**src/rtl/bias_relu_stage.sv**
```systemverilog
// Post-convolution bias stage: per-channel run-time bias add, round/shift,
// optional ReLU and saturation, with ready/valid flow control.
`timescale 1ns/1ps
module bias_relu_stage #(
  parameter int unsigned ACC_W   = 32,
  parameter int unsigned BIAS_W  = 32,
  parameter int unsigned OUT_W   = 16,
  parameter int unsigned NUM_CH  = 32,
  parameter int unsigned SHIFT   = 8,
  parameter int unsigned RELU_EN = 1
) (
  input  logic                      clk,
  input  logic                      rst,
  input  logic                      bias_wr_en,
  input  logic [$clog2(NUM_CH)-1:0] bias_wr_addr,
  input  logic [BIAS_W-1:0]         bias_wr_data,
  input  logic                      in_valid,
  output logic                      in_ready,
  input  logic [ACC_W-1:0]          in_data,
  input  logic                      in_last,
  output logic                      out_valid,
  input  logic                      out_ready,
  output logic [OUT_W-1:0]          out_data,
  output logic [$clog2(NUM_CH)-1:0] out_ch,
  output logic                      out_last,
  output logic                      err_misalign,
  output logic [15:0]               sat_cnt
);

  localparam int unsigned CH_W   = $clog2(NUM_CH);
  localparam int unsigned S1_W   = ACC_W + 1;
  localparam int unsigned S2_W   = ACC_W + 2;
  localparam int unsigned RND_SH = (SHIFT > 0) ? SHIFT - 1 : 0;
  localparam logic [CH_W-1:0]        LAST_CH = CH_W'(NUM_CH - 1);
  localparam logic signed [S2_W-1:0] RND     = (SHIFT > 0) ? (S2_W'(1) << RND_SH) : '0;
  localparam logic signed [S2_W-1:0] MAX_V   = {{(S2_W-OUT_W+1){1'b0}}, {(OUT_W-1){1'b1}}};
  localparam logic signed [S2_W-1:0] MIN_V   = {{(S2_W-OUT_W+1){1'b1}}, {(OUT_W-1){1'b0}}};

  logic [BIAS_W-1:0]        bias_q [NUM_CH];
  logic [BIAS_W-1:0]        bias_sel;
  logic [CH_W-1:0]          ch_q;
  logic                     adv;
  logic                     accept;

  logic                     s1_valid;
  logic signed [S1_W-1:0]   s1_sum;
  logic [CH_W-1:0]          s1_ch;
  logic                     s1_last;

  logic signed [S2_W-1:0]   s2_wide;
  logic signed [S2_W-1:0]   s2_shift;
  logic signed [S2_W-1:0]   s2_relu;
  logic                     s2_sat;
  logic [OUT_W-1:0]         s2_data;

  // Both stages advance together; a stalled output freezes the whole pipe.
  assign adv      = !out_valid || out_ready;
  assign in_ready = adv;
  assign accept   = in_valid && adv;
  assign bias_sel = bias_q[ch_q];

  // Round half up, shift, ReLU and clamp, all at ACC_W+2 so nothing wraps.
  always_comb begin
    s2_wide  = {s1_sum[S1_W-1], s1_sum};
    s2_shift = (s2_wide + RND) >>> SHIFT;
    s2_relu  = s2_shift;
    if (RELU_EN != 0 && s2_shift < 0) s2_relu = '0;
    s2_sat   = 1'b0;
    s2_data  = s2_relu[OUT_W-1:0];
    if (s2_relu > MAX_V) begin
      s2_sat  = 1'b1;
      s2_data = MAX_V[OUT_W-1:0];
    end else if (s2_relu < MIN_V) begin
      s2_sat  = 1'b1;
      s2_data = MIN_V[OUT_W-1:0];
    end
  end

  always_ff @(posedge clk) begin
    if (rst) begin
      for (int i = 0; i < int'(NUM_CH); i++) bias_q[i] <= '0;
      ch_q         <= '0;
      err_misalign <= 1'b0;
      s1_valid     <= 1'b0;
      s1_sum       <= '0;
      s1_ch        <= '0;
      s1_last      <= 1'b0;
      out_valid    <= 1'b0;
      out_data     <= '0;
      out_ch       <= '0;
      out_last     <= 1'b0;
      sat_cnt      <= '0;
    end else begin
      if (bias_wr_en) bias_q[bias_wr_addr] <= bias_wr_data;

      // A premature in_last realigns the counter to the next pixel start.
      if (accept) begin
        if (in_last && ch_q != LAST_CH) begin
          err_misalign <= 1'b1;
          ch_q         <= '0;
        end else if (ch_q == LAST_CH) begin
          ch_q <= '0;
        end else begin
          ch_q <= ch_q + CH_W'(1);
        end
      end

      if (adv) begin
        s1_valid  <= in_valid;
        s1_sum    <= $signed({in_data[ACC_W-1], in_data})
                   + $signed({{(S1_W-BIAS_W){bias_sel[BIAS_W-1]}}, bias_sel});
        s1_ch     <= ch_q;
        s1_last   <= in_last;
        out_valid <= s1_valid;
        if (s1_valid) begin
          out_data <= s2_data;
          out_ch   <= s1_ch;
          out_last <= s1_last;
          if (s2_sat && sat_cnt != 16'hFFFF) sat_cnt <= sat_cnt + 16'd1;
        end
      end
    end
  end

endmodule

```
**config.mk**
```make
export PLATFORM = sky130hd
export DESIGN_NAME = bias_relu_stage
export DESIGN_NICKNAME = d
export VERILOG_FILES = /design/src/rtl/bias_relu_stage.sv
export SDC_FILE = /design/constraint.sdc
export NUM_CORES = 2
export LEC_CHECK = 0
export ABC_AREA = 1
export CAP_MARGIN = 20
export CORE_ASPECT_RATIO = 0.8
export CORE_MARGIN = 8
export CORE_UTILIZATION = 62
export DETAILED_ROUTE_END_ITERATION = 7
export PLACE_DENSITY_LB_ADDON = 0.2
export SLEW_MARGIN = 20
export SYNTH_ARGS = -nofsm -noshare
export SYNTH_HDL_FRONTEND = slang
export SYNTH_SLANG_ARGS = --single-unit
```
**constraint.sdc**
```tcl
create_clock -name clk -period 7.4 [get_ports clk]
set_input_delay 1.11 -clock clk [delete_from_list [all_inputs] [get_ports clk]]
set_output_delay 1.11 -clock clk [all_outputs]
set_load 0.05 [all_outputs]
```
==> flow_summary.json <==
{
  "outcome": "completed",
  "fillers": 5875,
  "hold_class": "reg2reg",
  "clk_latency_ns": 0.70,
  "postCtsResizedCells": 0,
  "async_flop_share_pct": 0,
  "regToRegSetupSlack_ns": 2.16,
  "hpwl_um": 91100,
  "start_kind": "register",
  "root_buffer": "clkbuf_16",
  "crit_fanout": 73,
  "route.detailed.drc": 0,
  "ys_ff_latch": 1107,
  "final_common_cell": "nor2_1",
  "finalSetupViolCount": 0,
  "initial_core_util_pct": 62.5,
  "cp.required_ns": 7.99,
  "viasPerCell": 6.59,
  "initialDrtViolationCount": 6359,
  "p_leak_nw": 20.1,
  "crit_chain": "buf_4 -> buf_4 -> o21ai_0 -> o22ai_1 -> nor2_1 -> nor2_1 -> o21ai_0 -> a32oi_1 -> ha_1 -> nand2_1 -> nor2_1 -> nand4_1 -> o21ai_1 -> nand2_1 -> nand2_1 -> nand2_1 -> o21ai_1 -> xor2_1 -> o21bai_1 -> inv_1",
  "ys_seq_area_share_pct": 64.5,
  "syn-instance-count": 4970,
  "io_pins": 116,
  "syn_nets": 5080,
  "rows": 93,
  "postCtsHoldBufs": 0,
  "portBuffers": 115,
  "fin_area_mm2": 0.0557,
  "fp.dieH_um": 271,
  "endpoint_kind": "register",
  "num_vias": 39800,
  "critical_path_class": "reg2reg",
  "max_stage_delay_ns": 0.71,
  "ir_drop_mv": 0.205,
  "slew_viol_final": 0,
  "slew_headroom_pct": 23.1,
  "clkTransAtPathRegs_ns": 0.07,
  "syn2layout_area_growth_pct": 10.8,
  "drv_cap": 0,
  "whs_ns": 0.444,
  "synth_area_mm2": 0.0503,
  "multi_input_area_mm2": 0.0157,
  "final_nets": 4983,
  "synth_cell_types": 50,
  "hold-path-cell-count": 2,
  "tns_ns": 0,
  "grtUsageTotal_pct": 33.9,
  "worst_pin_slew_ns": 1.15,
  "cts_tree": "yes",
  "ant_nets": 0,
  "placed_area_mm2": 0.0521,
  "clk_path_buf_depth": 3,
  "antenna_found_initial": 1,
  "post_drt_wl_per_cell_um": 26.1,
  "power_per_cell_area_mw_per_mm2": 257,
  "critPathSlowestCell": "buf_4",
  "clock.fmax_ghz": 0.191,
  "final_cell_mix": "nor2_1, edfxtp_1, o21ai_0",
  "fin_worst_skew_ns": 0.0268,
  "regArea_mm2": 0.0324,
  "numCtsBuffers": 105,
  "crit_path_frequent_cell": "nand2_1",
  "totalWireLength_um": 158000,
  "overflow": 0,
  "clock-sinks": 1107,
  "crit_arrival_ns": 5.83,
  "finalCritPeriodShare_pct": 70.8,
  "utilization_pct": 69.2,
  "hold_violations": 0,
  "routabilityCongestion": 0.979,
  "fp.dieArea_mm2": 0.0905,
  "synth_edf_count": 1024,
  "dieWidth_um": 334,
  "crit_end": "s1_sum[29]$_SDFFE_PP0N_",
  "yosys_warnings": 0,
  "grt_max_degree": 183,
  "synth.avg_cell_area_um2": 10.1,
  "firstDrtPassIters": 6,
  "r2r_end": "s1_sum[29]$_SDFFE_PP0N_",
  "fin_crit_ns": 5.24,
  "rsz0062_at_grt": "false",
  "finalPower_mw": 14.3,
  "grt_pass1_wl_um": 235000,
  "grt_pass1_vias": 37700,
  "core_area_mm2": 0.0804,
  "post_cts_buffers": 0,
  "reg2reg_depth": 20,
  "drive_gt1_share_pct": 6.72,
  "cts_htree_levels": 3,
  "synth_top_flop_cell": "edfxtp_1",
  "diodes": 0
}
-- power by group --
group,total (mW),switching [mW],internal (mW)
Sequential,7.30,0.129,7.18
Combinational,1.44,1.06,0.383
Clock,5.58,2.40,3.18
-- cell type report --
type / instances / area share [%]
clock inverter: 55 / 1.11
multi-input combinational: 3292 / 28.2
clock buffer: 136 / 5.20
inverter: 136 / 0.946
tap: 1092 / 2.45
timing repair buffer: 231 / 3.86
sequential: 1107 / 58.2
-- worst min path at each step --
stage                               from                   endpoint  slack (ns)
2_1_floorplan      s1_valid$_SDFFE_PP0N_      s1_valid$_SDFFE_PP0N_        0.44
3_3_place_gp   out_data[15]$_SDFFE_PP0P_  out_data[15]$_SDFFE_PP0P_        0.43
3_5_place_dp   out_data[15]$_SDFFE_PP0P_  out_data[15]$_SDFFE_PP0P_        0.43
4_1_cts        out_data[15]$_SDFFE_PP0P_  out_data[15]$_SDFFE_PP0P_        0.44
5_1_grt        out_data[15]$_SDFFE_PP0P_  out_data[15]$_SDFFE_PP0P_        0.46
6_report       out_data[15]$_SDFFE_PP0P_  out_data[15]$_SDFFE_PP0P_        0.44
-- state kept, by name (all words and copies together), names as in the netlist, named ones only --
signal,count
s1_ch,5
out_ch,5
bias_q,1024
out_last,1
s1_last,1
out_valid,1
s1_valid,1
ch_q,5
out_data,16
err_misalign,1
s1_sum,26
sat_cnt,16
-- routing by layer --
layer  global-route usage (%)  wire length, µm  vias up
met5                        0               13        -
met4                     17.1             8800        2
met3                     7.33            22100      494
met2                     50.2            68900     3133
met1                     47.4            58100    19000
li1                         -                -    17200
-- Yosys cell counts, types with 2 or more instances --
library cell	count	share of area, %
nor2_1	1698	13
edfxtp_1	1024	61
o21ai_0	603	6.0
clkbuf_1	395	3.0
nand2_1	254	1.9
o221ai_1	188	3.3
nand3_1	146	1.5
inv_1	128	0.96
dfxtp_1	83	3.3
a21oi_1	79	0.79
o22ai_1	60	0.75
a31oi_1	42	0.52
ha_1	35	0.87
xor2_1	31	0.54
nor3_1	30	0.30
a32oi_1	25	0.44
buf_2	20	0.20
buf_1	14	0.10
nand4_1	10	0.12
nor3_2	9	0.18
o211ai_1	9	0.13
xnor2_1	8	0.14
nor2_2	7	0.087
o21bai_1	7	0.10
inv_2	6	0.045
a21o_1	5	0.075
o21a_1	5	0.075
o21ai_1	5	0.050
a211oi_1	4	0.060
nor4_1	4	0.050
a21boi_0	3	0.045
a41oi_1	3	0.052
buf_4	3	0.045
buf_6	3	0.067
nand3b_1	3	0.045
nor3b_1	3	0.045
clkinv_1	2	0.015
nand2_2	2	0.025
nand3_2	2	0.040
nor2_4	2	0.045
-- cell families (layout without fill, tap and decap cells) --
group | Yosys count | count (layout) | synth area share, %
XOR/XNOR | 39 | 39 | 0.680
adder cells (fa/ha/maj) | 35 | 35 | 0.871
flip-flops | 1107 | 1107 | 64.5
AO/OA/AOI/OAI | 1042 | 1042 | 12.4
AND/OR/NAND/NOR | 2176 | 2176 | 17.1
buffers and inverters | 571 | 558 | 4.38
-- stage by stage --
step | instances | setup WS (ns)
2_1_floorplan | 4970 | 3.97
3_3_place_gp | 5856 | 2.37
3_5_place_dp | 5857 | 2.27
4_1_cts | 6048 | 2.43
5_1_grt | 6049 | 2.07
6_report | 6049 | 2.16
-- worst max-delay path, delay by kind of cell, from the launching register on --
| kind | cells | cell delay [ns] |
|---|---|---|
| buffers and inverters | 3 | 1.21 |
| AO/OA/AOI/OAI | 7 | 1.89 |
| AND/OR/NAND/NOR | 8 | 0.93 |
| flip-flops | 1 | 0.66 |
| XOR/XNOR | 1 | 0.11 |
| adder cells (fa/ha/maj) | 1 | 0.27 |
(Power assumes the default switching activity.)
